<file path="src/rtl/cim_input_ctrl_if.sv">
// rtl/cim_input_ctrl_if.sv - start/vector/crossbar handshake bundle for cim_input_ctrl
// master drives the request side, slave (the controller) drives the row stream and status.
interface cim_input_ctrl_if #(
   parameter int DATATYPE_SIZE = 8,
   parameter int INPUT_SIZE    = 5,
   parameter int XBAR_SIZE     = 256
);
   localparam int VERTICAL_TILES = (INPUT_SIZE + XBAR_SIZE - 1) / XBAR_SIZE;
   localparam int AW             = (XBAR_SIZE > 1) ? $clog2(XBAR_SIZE) : 1;

   logic                                     i_start_ctrl;
   logic [INPUT_SIZE*DATATYPE_SIZE-1:0]      i_data;
   logic                                     i_cim_done;
   logic                                     o_busy;
   logic                                     o_valid;
   logic [AW-1:0]                            o_addr;
   logic [VERTICAL_TILES*DATATYPE_SIZE-1:0]  o_data;
   logic                                     o_start_cim;
   logic                                     o_done;

   modport master (
      output i_start_ctrl, i_data, i_cim_done,
      input  o_busy, o_valid, o_addr, o_data, o_start_cim, o_done
   );

   modport slave (
      input  i_start_ctrl, i_data, i_cim_done,
      output o_busy, o_valid, o_addr, o_data, o_start_cim, o_done
   );
endinterface

</file>
<file path="src/rtl/cim_input_ctrl.sv">
// rtl/cim_input_ctrl.sv - streams a buffered input vector into crossbar tiles row by row, then activates compute
// CIM_CTRL_WAIT_DONE_EN: when defined, waits for i_cim_done before signalling o_done.
module cim_input_ctrl #(
   parameter int DATATYPE_SIZE = 8,
   parameter int INPUT_SIZE    = 5,
   parameter int XBAR_SIZE     = 256
) (
   input logic              clk,
   input logic              rst,
   cim_input_ctrl_if.slave  bus
);
   localparam int VERTICAL_TILES = (INPUT_SIZE + XBAR_SIZE - 1) / XBAR_SIZE;
   localparam int TRANSFER_LEN   = (INPUT_SIZE < XBAR_SIZE) ? INPUT_SIZE : XBAR_SIZE;
   localparam int AW             = (XBAR_SIZE > 1) ? $clog2(XBAR_SIZE) : 1;
   localparam int BW             = INPUT_SIZE * DATATYPE_SIZE;
   localparam int OW             = VERTICAL_TILES * DATATYPE_SIZE;

`ifdef CIM_CTRL_WAIT_DONE_EN
   typedef enum logic [1:0] {IDLE, TRANSFER, ACTIVATE, WAIT} state_t;
`else
   typedef enum logic [1:0] {IDLE, TRANSFER, ACTIVATE} state_t;
   logic unused_cim_done;
   assign unused_cim_done = bus.i_cim_done;
`endif

   state_t          state, state_n;
   logic [AW-1:0]   cnt, cnt_n;
   logic [BW-1:0]   buffer, buf_n;
   logic [OW-1:0]   data_n;
   logic            done_n;
   int              idx;

   always_comb begin
      state_n = state;
      cnt_n   = cnt;
      buf_n   = buffer;
      done_n  = 1'b0;
      case (state)
         IDLE: begin
            if (bus.i_start_ctrl) begin
               buf_n   = bus.i_data;
               cnt_n   = '0;
               state_n = TRANSFER;
            end
         end
         TRANSFER: begin
            if (cnt == AW'(TRANSFER_LEN - 1)) begin
               cnt_n   = '0;
               state_n = ACTIVATE;
            end else begin
               cnt_n = cnt + AW'(1);
            end
         end
         ACTIVATE: begin
`ifdef CIM_CTRL_WAIT_DONE_EN
            state_n = WAIT;
`else
            state_n = IDLE;
            done_n  = 1'b1;
`endif
         end
`ifdef CIM_CTRL_WAIT_DONE_EN
         WAIT: begin
            if (bus.i_cim_done) begin
               state_n = IDLE;
               done_n  = 1'b1;
            end
         end
`endif
         default: state_n = IDLE;
      endcase

      // Outputs are built from the next-cycle state so every output is a plain register.
      data_n = '0;
      idx    = 0;
      if (state_n == TRANSFER) begin
         for (int t = 0; t < VERTICAL_TILES; t++) begin
            idx = t * XBAR_SIZE + int'(cnt_n);
            if (idx < INPUT_SIZE)
               data_n[t*DATATYPE_SIZE +: DATATYPE_SIZE] = buf_n[idx*DATATYPE_SIZE +: DATATYPE_SIZE];
         end
      end
   end

   always_ff @(posedge clk or negedge rst) begin
      if (!rst) begin
         state           <= IDLE;
         cnt             <= '0;
         buffer          <= '0;
         bus.o_busy      <= 1'b0;
         bus.o_valid     <= 1'b0;
         bus.o_addr      <= '0;
         bus.o_data      <= '0;
         bus.o_start_cim <= 1'b0;
         bus.o_done      <= 1'b0;
      end else begin
         state           <= state_n;
         cnt             <= cnt_n;
         buffer          <= buf_n;
         bus.o_busy      <= (state_n != IDLE);
         bus.o_valid     <= (state_n == TRANSFER);
         bus.o_addr      <= (state_n == TRANSFER) ? cnt_n : '0;
         bus.o_data      <= data_n;
         bus.o_start_cim <= (state_n == ACTIVATE);
         bus.o_done      <= done_n;
      end
   end
endmodule

</file>
<file path="src/flat_wrapper.sv">
// flat-port wrapper written by rule: the top's interface ports become plain ports
module cim_input_ctrl_flat 
#(
   parameter int DATATYPE_SIZE = 8,
   parameter int INPUT_SIZE    = 5,
   parameter int XBAR_SIZE     = 256
)
  (clk, rst, bus_i_start_ctrl, bus_i_data, bus_i_cim_done, bus_o_busy, bus_o_valid, bus_o_addr, bus_o_data, bus_o_start_cim, bus_o_done);
  cim_input_ctrl_if #(.DATATYPE_SIZE(DATATYPE_SIZE), .INPUT_SIZE(INPUT_SIZE), .XBAR_SIZE(XBAR_SIZE)) bus_i ();
  input logic clk;
  input logic rst;
  input wire logic [$bits(bus_i.i_start_ctrl)-1:0] bus_i_start_ctrl;
  input wire logic [$bits(bus_i.i_data)-1:0] bus_i_data;
  input wire logic [$bits(bus_i.i_cim_done)-1:0] bus_i_cim_done;
  output wire logic [$bits(bus_i.o_busy)-1:0] bus_o_busy;
  output wire logic [$bits(bus_i.o_valid)-1:0] bus_o_valid;
  output wire logic [$bits(bus_i.o_addr)-1:0] bus_o_addr;
  output wire logic [$bits(bus_i.o_data)-1:0] bus_o_data;
  output wire logic [$bits(bus_i.o_start_cim)-1:0] bus_o_start_cim;
  output wire logic [$bits(bus_i.o_done)-1:0] bus_o_done;
  assign bus_i.i_start_ctrl = bus_i_start_ctrl;
  assign bus_i.i_data = bus_i_data;
  assign bus_i.i_cim_done = bus_i_cim_done;
  assign bus_o_busy = bus_i.o_busy;
  assign bus_o_valid = bus_i.o_valid;
  assign bus_o_addr = bus_i.o_addr;
  assign bus_o_data = bus_i.o_data;
  assign bus_o_start_cim = bus_i.o_start_cim;
  assign bus_o_done = bus_i.o_done;
  cim_input_ctrl #(.DATATYPE_SIZE(DATATYPE_SIZE), .INPUT_SIZE(INPUT_SIZE), .XBAR_SIZE(XBAR_SIZE)) u_core (.clk(clk), .rst(rst), .bus(bus_i));
endmodule
</file>
<file path="config.mk">
export PLATFORM = sky130hd
export DESIGN_NAME = cim_input_ctrl_flat
export DESIGN_NICKNAME = d
export VERILOG_FILES = /design/src/rtl/cim_input_ctrl_if.sv /design/src/rtl/cim_input_ctrl.sv /design/src/flat_wrapper.sv
export SDC_FILE = /design/constraint.sdc
export NUM_CORES = 1
export LEC_CHECK = 0
export ABC_AREA = 1
export BUFFER_PORTS_ARGS = -buffer_cell sky130_fd_sc_hd__buf_2
export CAP_MARGIN = 25
export CORE_MARGIN = 1
export CORE_UTILIZATION = 35
export CTS_BUF_LIST = sky130_fd_sc_hd__clkbuf_4 sky130_fd_sc_hd__clkbuf_8 sky130_fd_sc_hd__clkbuf_16
export CTS_CLUSTER_SIZE = 30
export DETAILED_ROUTE_END_ITERATION = 10
export GPL_TIMING_DRIVEN = 0
export SYNTH_ARGS = -nofsm -noshare
export SYNTH_HDL_FRONTEND = slang
export SYNTH_SLANG_ARGS = --single-unit
</file>
<file path="constraint.sdc">
create_clock -name clk -period 2.3 [get_ports clk]
set_input_delay 0.23 -clock clk [delete_from_list [all_inputs] [get_ports clk]]
set_output_delay 0.23 -clock clk [all_outputs]
set_load 0.01 [all_outputs]
</file>
==> run metrics, run 1 <==
std cell rows 35; Max rail drop VDD ~0.48 mV; yosys warns 0; CTS tree yes; Cell Area, Synth between 0.003 and 0.004 mm²; Critical Path Start Type flop; status finished, violations left; Final HPWL DP 5210 µm; Clock transition at path regs ~0.08 ns; sw frac 0.440; initial antenna violation count 0; setup ws final approximately 0.24 ns; largest net degree at the start of global routing 71; Seq pwr share 0.340; Slew Viols, Final 0; endpoint class of the critical path flop; 1st-iter DRT viols 69; post-CTS setup repair buffer count 0; Fmax 0.486 GHz; fill cell count between 900 and 1000; Comb pwr share 0.498; FF/Latch Area ~0.0018 mm²; TNS Setup 0 ns; global route overflow 0; register area share after synthesis 0.531; clock buffer depth 2; Req. time, crit path 2.55 ns; Starting Density 0.359; final instance area 0.00393 mm²; post-layout min period 2.06 ns; first-pass GRT wire length 12200 µm; Setup violations, final 0; Wirelength per Cell 11.9 µm; fin crit share 0.894; worst slew pin tran 0.881 ns; post-route ant nets 0; die height 99.1 µm; CTS Root Cell clkbuf_8; cell area power density 1420 mW/mm²; RSZ-0062 raised after global routing no; synthesized area per cell approximately 8.1 µm²; Cells after Synth 407; Final Skew about 0.0076 ns; area grow syn2layout 19.0%; # port buffers 62; htree depth 3; Cells after DPL 580; final std cells w/o fill between 500 and 600; Cell Int Power between 3 and 4 mW; DRC Markers 0; All-Layer GR Usage 0.162; core area ~0.009 mm²; Cell variety after synth 25; vias per cell 4.46; dpl cell area 0.00375 mm²; endpoints failing hold 8; share of cells above drive strength 1 0.227; IO Count 64; Worst Hold Class in -> async; failing checks hold timing; Min Hold Slack -0.00335 ns; layout net count 526; dpl ws 0.255 ns; CTS Sinks 70; Max Cap Viol 0; multi-input combinational cell area between 0.001 and 0.0015 mm²; Placer Congestion 0.838; critical path class reg -> reg; total CTS buffers 9; crit-path max FO 10; Final Routed Wirelength around 7100 µm; DIE AREA 0.00982 mm²; Worst slew margin 0.413; sw power 2.44 mW; syn_nets 453; vias in the first global route 2629; chip width around 99 µm; Seq cells post-synth 70; # resized after CTS 0; power share of the clock group 0.162; # diodes 0; TritonRoute pass-1 iters 4; Clock Latency Late Sink 0.34 ns; Worst Path Arrival 2.31 ns; # hold bufs at CTS 0; via total after detailed routing 2656; LEAKAGE around 2.2 nW
==> metrics by stage <==
step            util  total power [mW]
6_report       0.427              5.55
5_1_grt        0.427              6.13
4_1_cts        0.427              5.61
3_5_place_dp   0.408              4.70
3_3_place_gp   0.407              4.66
2_1_floorplan      -              3.93
==> cell usage in the layout, fill, tap and decap left out, types with 2 or more instances in the layout <==
cell type  instances
nand2_1          118
inv_1             80
dfrtp_1           70
buf_2             64
nand3_1           40
o21ai_0           20
o21ai_1           16
nor2_1            14
a21oi_1           10
clkbuf_8          10
inv_2              6
nand2_2            5
buf_4              4
nand3_2            3
buf_6              3
clkinv_2           3
nor2_4             2
clkbuf_1           2
nand3_4            2
nand4_1            2
ha_1               2
clkbuf_4           2
==> layout make-up <==
cell class | instances | share of cell area
clock inverter | 4 | 0.00574
tap | 111 | 0.0354
inverter | 87 | 0.0838
multi-input combinational | 239 | 0.290
timing repair buffer | 62 | 0.0797
sequential | 70 | 0.446
buffer | 11 | 0.0201
clock buffer | 12 | 0.0389
==> routing by layer <==
| metal | vias up | share of wire | global-route usage |
|---|---|---|---|
| met3 | 15 | 0.042 | 0.0418 |
| met4 | 0 | 0.022 | 0.0611 |
| met2 | 63 | 0.43 | 0.252 |
| met5 | - | 0 | 0 |
| li1 | 1381 | - | - |
| met1 | 1197 | 0.50 | 0.217 |
==> critical path, stage by stage, from the launching register on <==
cell and delay [ns]:
dfrtp_1 0.44, inv_1 0.16, ha_1 0.19, nand2_1 0.06, nor2_1 0.14, nand2_2 0.11, nand3_2 0.11, nand2_2 0.16
inv_2 0.18, nand3_1 0.10, nand2_1 0.10, nand2_1 0.06, a21oi_1 0.16
==> synthesized netlist by cell type, drive strengths merged <==
master	instances	area share
nand4	2	0.0038
dfrtp	70	0.53
nand2	124	0.15
a21oi	10	0.015
nor2	18	0.031
nand3	45	0.080
ha	2	0.0076
o21ai	37	0.057
clkbuf	2	0.0023
buf	9	0.022
mux2i	1	0.0030
inv	87	0.10
==> final timing paths <==
kind	depth (start not counted)	slack, ns	from	to
max	12	0.24	u_core.cnt[0]$_DFF_PN0_	u_core.bus.o_data[3]$_DFF_PN0_
min	1	-0.003	rst	u_core.buffer[16]$_DFF_PN0_
max reg2reg	12	0.24	u_core.cnt[0]$_DFF_PN0_	u_core.bus.o_data[3]$_DFF_PN0_
min reg2reg	2	0.48	u_core.buffer[34]$_DFF_PN0_	u_core.buffer[34]$_DFF_PN0_
max in group asynchronous	1	1.71	rst	u_core.buffer[27]$_DFF_PN0_
min in group clk	3	0.10	bus_i_data[9]	u_core.buffer[9]$_DFF_PN0_
==> sequential cells by signal (all words and copies together), names as in the netlist <==
name / cells
u_core.buffer: 40
u_core.bus.o_addr: 8
u_core.bus.o_busy: 1
u_core.bus.o_data: 8
u_core.bus.o_done: 1
u_core.bus.o_start_cim: 1
u_core.bus.o_valid: 1
u_core.cnt: 8
u_core.state: 2
==> power by group through the flow <==
stage                     Sequential [mW]  Combinational [mW]  Clock (mW)
after floorplan                      1.94                1.99           0
after global placement               1.90                2.75           0
after detailed placement             1.91                2.78           0
after CTS                            1.89                2.80       0.919
after global routing                 1.94                3.21       0.978
final                                1.89                2.77       0.898
==> logic make-up after synthesis <==
family / share of synthesized area
muxes: 0.00304
buffers and inverters: 0.124
and+or+nand+nor: 0.262
AOI/OAI and AO/OA: 0.0725
adders and majority gates: 0.00759
DFF: 0.531
(Power assumes the default switching activity.)
==> run 2: changes to the inputs <==
Settings changed: CORE_UTILIZATION 35 to 38.
==> run metrics, run 2 (same netlist as run 1, synthesis figures left out) <==
status completed; max reg flops 40; first-pass GRT wire length ~12000 µm; DIE AREA between 0.009 and 0.01 mm²; delay-heaviest family, CP simple AND/OR/NAND/NOR gates; TritonRoute pass-1 iters 4; clock buffer depth 2; # resized after CTS 0; vias in the first global route 2562; critical path class reg -> reg; Final Skew around 0.0074 ns; post-route ant nets 0; Max stage delay on crit path between 0.4 and 0.5 ns; # diodes 0; initial antenna violation count 0; Req. time, crit path between 2 and 3 ns; endpoints failing hold 0; Final HPWL DP approximately 5200 µm; All-Layer GR Usage 0.178; crit-path max FO 10; via total after detailed routing approximately 2600; Max rail drop VDD approximately 0.46 mV; CTS tree yes; Starting Density 0.397; 1st-iter DRT viols 94; Final Routed Wirelength about 7200 µm; die height 95.2 µm; post-layout min period 2.05 ns; commonest cells after routing, fill and taps aside nand2_1 (118), inv_1 (80), dfrtp_1 (70); std cell rows 33; total CTS buffers 9; Worst Path Arrival 2.31 ns; worst slew pin tran 0.871 ns; Most common cell on crit path nand2_1; Slew Viols, Final 0; LEAKAGE around 2.2 nW; dpl cell area 0.00374 mm²; CTS Root Cell clkbuf_8; Worst Hold Class in -> async; layout net count 526; Critical Path Start Type flop; TNS Setup 0 ns; Wirelength per Cell 12.3 µm; Largest Register u_core.buffer; vias per cell ~4.5; Clock transition at path regs 0.07 ns; final instance area 0.00390 mm²; share of cells above drive strength 1 0.225; Worst slew margin 0.419; area grow syn2layout 18.3%; Max Cap Viol 0; core area 0.00830 mm²; IO Count 64; # port buffers 62; RSZ-0062 raised after global routing no; Worst path slowest cell dfrtp_1; WP buf/inv 2; CP Cell Sequence inv_1 -> ha_1 -> nand2_1 -> nor2_1 -> nand2_2 -> nand3_2 -> nand2_2 -> inv_2 -> nand3_1 -> nand2_1 -> nand2_1 -> a21oi_1; cell area power density 1420 mW/mm²; endpoint class of the critical path flop; # hold bufs at CTS 0; chip width between 90 and 100 µm; Placer Congestion a little over 0.8; Setup violations, final 0; global route overflow 0; post-CTS setup repair buffer count 0; Clock Latency Late Sink approximately 0.34 ns; most common cell after layout, fill and taps aside nand2_1; fin crit share 0.891; largest net degree at the start of global routing 71; CTS Sinks 70; DRC Markers 0; Fmax just under 0.5 GHz; htree depth 3
-- run 2: changes by cell type in the layout (fill, tap and decap cells not counted), sizes merged --
cell	delta
clkbuf	-2
clkinv	+1
-- run 2: layout make-up --
cell class | count | area, µm²
fill | 869 | 4400
buffer | 11 | 78.8
timing repair buffer | 62 | 313
multi-input combinational | 239 | 1140
clock buffer | 10 | 131
tap | 105 | 131
sequential | 70 | 1750
clock inverter | 5 | 27.5
inverter | 87 | 329
-- run 2: path summary, 6_finish.rpt --
path                       slack [ns]                              to  cells past startpoint                   startpoint
max reg2reg                      0.25  u_core.bus.o_data[3]$_DFF_PN0_                     12      u_core.cnt[0]$_DFF_PN0_
max                              0.25  u_core.bus.o_data[3]$_DFF_PN0_                     12      u_core.cnt[0]$_DFF_PN0_
max in group asynchronous        1.73     u_core.buffer[33]$_DFF_PN0_                      1                          rst
min                             0.003  u_core.bus.o_addr[5]$_DFF_PN0_                      1                          rst
min reg2reg                      0.48     u_core.buffer[38]$_DFF_PN0_                      2  u_core.buffer[38]$_DFF_PN0_
min in group clk                 0.10      u_core.buffer[9]$_DFF_PN0_                      3                bus_i_data[9]
-- run 2: where the power goes --
group | switching, mW | leakage [nW] | internal, mW
Sequential | 0.165 | 0.849 | 1.73
Clock | 0.457 | 0.0851 | 0.390
Combinational | 1.84 | 1.30 | 0.944
Total | 2.46 | 2.24 | 3.06
-- run 2: worst register-to-register path: cells and delay by family, from the launching register on --
family,cells,cell delay (ns)
AOI/OAI and AO/OA,1,0.17
adders and majority gates,1,0.19
buffers and inverters,2,0.35
DFF,1,0.44
and+or+nand+nor,8,0.83
-- run 2: per-stage QoR --
step,util,std cells,power [mW],worst slack [ns],hold slack [ns]
6_report,0.470,589,5.52,0.250,0.00281
3_3_place_gp,0.451,574,4.64,0.269,0.441
4_1_cts,0.470,589,5.59,0.219,0.0386
3_5_place_dp,0.451,574,4.71,0.239,0.414
5_1_grt,0.470,589,6.09,0.0638,0.0886
2_1_floorplan,-,407,3.93,0.585,-0.0656
-- run 2: metal layers --
layer,vias to the layer above,routed length [µm],track usage,part of all wire
met5,-,0,0,0
met3,9,342,0.0359,0.047
met4,0,90,0.0694,0.012
met2,62,3260,0.277,0.45
li1,1379,-,-,-
met1,1192,3530,0.242,0.49
==> run 3: changes to the inputs <==
Settings changed: ABC_AREA 1 to default, CORE_UTILIZATION 38 to 54, PLACE_DENSITY from default to 0.79.
==> run metrics, run 3 <==
cell area power density between 1000 and 1500 mW/mm²; # diodes 0; Wirelength per Cell 16.2 µm; Critical Path Start Type flop; Min Hold Slack -0.0166 ns; setup ws final -0.309 ns; TritonRoute pass-1 iters 4; endpoint class of the critical path flop; htree depth 3; Commonest cells post-synth dfrtp_1 (70), mux2_2 (41), nand2_1 (13); syn_nets roughly 290; vias per cell roughly 5.5; chip width 76.7 µm; Cells after DPL 373; Final Routed Wirelength 6530 µm; layout net count 374; area grow syn2layout 25.7%; Max Cap Viol 0; cell with the most instances after synthesis dfrtp_1; 1st-iter DRT viols 123; final std cells w/o fill 402; post-route ant nets 0; share of cells above drive strength 1 0.476; Slew Viols, Final 0; TNS Setup -2.27 ns; Fmax ~0.38 GHz; Max stage delay on crit path roughly 0.64 ns; most common cell after layout, fill and taps aside dfrtp_1; Tot Pwr 5.56 mW; endpoints failing hold 21; Final Skew 0.0108 ns; crit-path max FO 8; CTS tree yes; Placer Congestion 0.872; Post-synth ARST share 1.00; Largest Register u_core.buffer; fin crit share 1.13; first-pass GRT wire length 10700 µm; Most common cell on crit path or4_4; Area contributors post-synth dfrtp_1 (58%), mux2_2 (15%), nand2b_1 (2.3%); critical path class reg -> reg; Setup violations, final 8; post-synth top area cell dfrtp_1; Cells after Synth 241; die height 76.7 µm; IO Count 64; Final HPWL DP 4260 µm; Post-synth EDFFs 0; Worst Hold Class in -> async; status finished, violations left; largest net degree at the start of global routing between 70 and 80; core area 0.00524 mm²; DIE AREA ~0.006 mm²; via total after detailed routing about 2200; # port buffers between 60 and 70; Cell variety after synth between 40 and 50; std cell rows 26; yosys warns 0; Seq cells post-synth 70; RSZ-0062 raised after global routing yes; total CTS buffers 9; Clock transition at path regs ~0.070 ns; Worst path slowest cell or4_4; failing checks hold timing, setup timing; Post-synth top flop dfrtp_1; post-layout min period 2.61 ns; Req. time, crit path roughly 2.6 ns; DRC Markers 0; Clock Latency Late Sink 0.35 ns; CP Cell Sequence or4_4 -> o21ai_4 -> o211ai_1 -> or3_1 -> or4_4 -> a211oi_2; register area share after synthesis 0.581; # hold bufs at CTS 0; initial antenna violation count 0; CTS Sinks 70; vias in the first global route about 2300; Starting Density 0.576; All-Layer GR Usage 0.241; Worst slew margin 0.439; worst slew pin tran 0.841 ns; LEAKAGE between 1.5 and 2 nW; Util after Layout 0.724; clock buffer depth 2; top cell type's share of synthesized area 0.581; global route overflow 0; Cell Area, Synth 0.00302 mm²; max reg flops 40; commonest cells after routing, fill and taps aside dfrtp_1 (68), buf_2 (63), mux2_2 (41); Max rail drop VDD 0.783 mV; Worst Path Arrival 2.87 ns; synthesized area per cell approximately 13 µm²; CTS Root Cell clkbuf_8
==> run 3: cells by family after synthesis <==
family	Yosys count	synth area share
buffers and inverters	18	0.0278
AOI/OAI and AO/OA	44	0.102
DFF	70	0.581
muxes	46	0.170
xor gates and xnor gates	2	0.00581
adders and majority gates	2	0.00829
and+or+nand+nor	59	0.105
==> run 3: cell type report <==
class,count,area [µm²]
flip-flops and latches,70,1750
fillers,369,1450
multi-input cells,153,1250
repair buffers,77,425
clock buffers,14,168
well taps,70,87.6
plain buffers,8,45.0
inverters,9,33.8
clock inverters,1,30.0
==> run 3: through the flow <==
step / area, µm² / setup WS, ns / hold WS [ns]
6_report: 3790 / -0.309 / -0.0166
5_1_grt: 3790 / -0.382 / 0.0678
4_1_cts: 3750 / -0.252 / 0.0320
3_5_place_dp: 3420 / -0.756 / 0.396
3_3_place_gp: 3420 / -0.772 / 0.462
2_1_floorplan: 3020 / -0.181 / -0.0656
==> run 3: metal layers <==
layer,up-vias,share of wire,wire length (µm),global-route usage
met4,0,0.032,206,0.158
met3,21,0.058,377,0.0560
met5,-,0,0,0
met1,1095,0.43,2810,0.295
li1,1030,-,-,-
met2,83,0.48,3130,0.383
==> run 3: path summary, 6_finish.rpt <==
check / end / start / slack (ns) / cells past startpoint
max in group asynchronous: u_core.cnt[6]$_DFF_PN0_ / rst / 1.73 / 1
min in group clk: u_core.buffer[8]$_DFF_PN0_ / bus_i_data[8] / 0.11 / 2
worst min-delay path: u_core.buffer[27]$_DFF_PN0_ / rst / -0.02 / 1
worst max-delay path: u_core.bus.o_data[0]$_DFF_PN0_ / u_core.cnt[7]$_DFF_PN0_ / -0.31 / 6
worst min register to register: u_core.buffer[35]$_DFF_PN0_ / u_core.buffer[35]$_DFF_PN0_ / 0.50 / 1
worst max register to register: u_core.bus.o_data[0]$_DFF_PN0_ / u_core.cnt[7]$_DFF_PN0_ / -0.31 / 6
==> run 3: critical path, delay by kind of cell, from the launching register on <==
family           cells  cell delay, ns
AO/OA/AOI/OAI        3            0.53
AND/OR/NAND/NOR      3            1.60
flip-flops           1            0.38
==> run 3: power by group <==
part | internal, mW | leakage (nW) | switching (mW)
registers | 1.75 | 0.862 | 0.189
clock network | 0.574 | 0.104 | 0.426
logic | 1.21 | 0.834 | 1.41
==> run 3: timing repair <==
action                     in CTS  in global routing
resized for setup              13                  3
setup endpoints to repair      28                  9
pin swaps                       2                  3
buffers inserted               12                  3
cloned                          0                  0
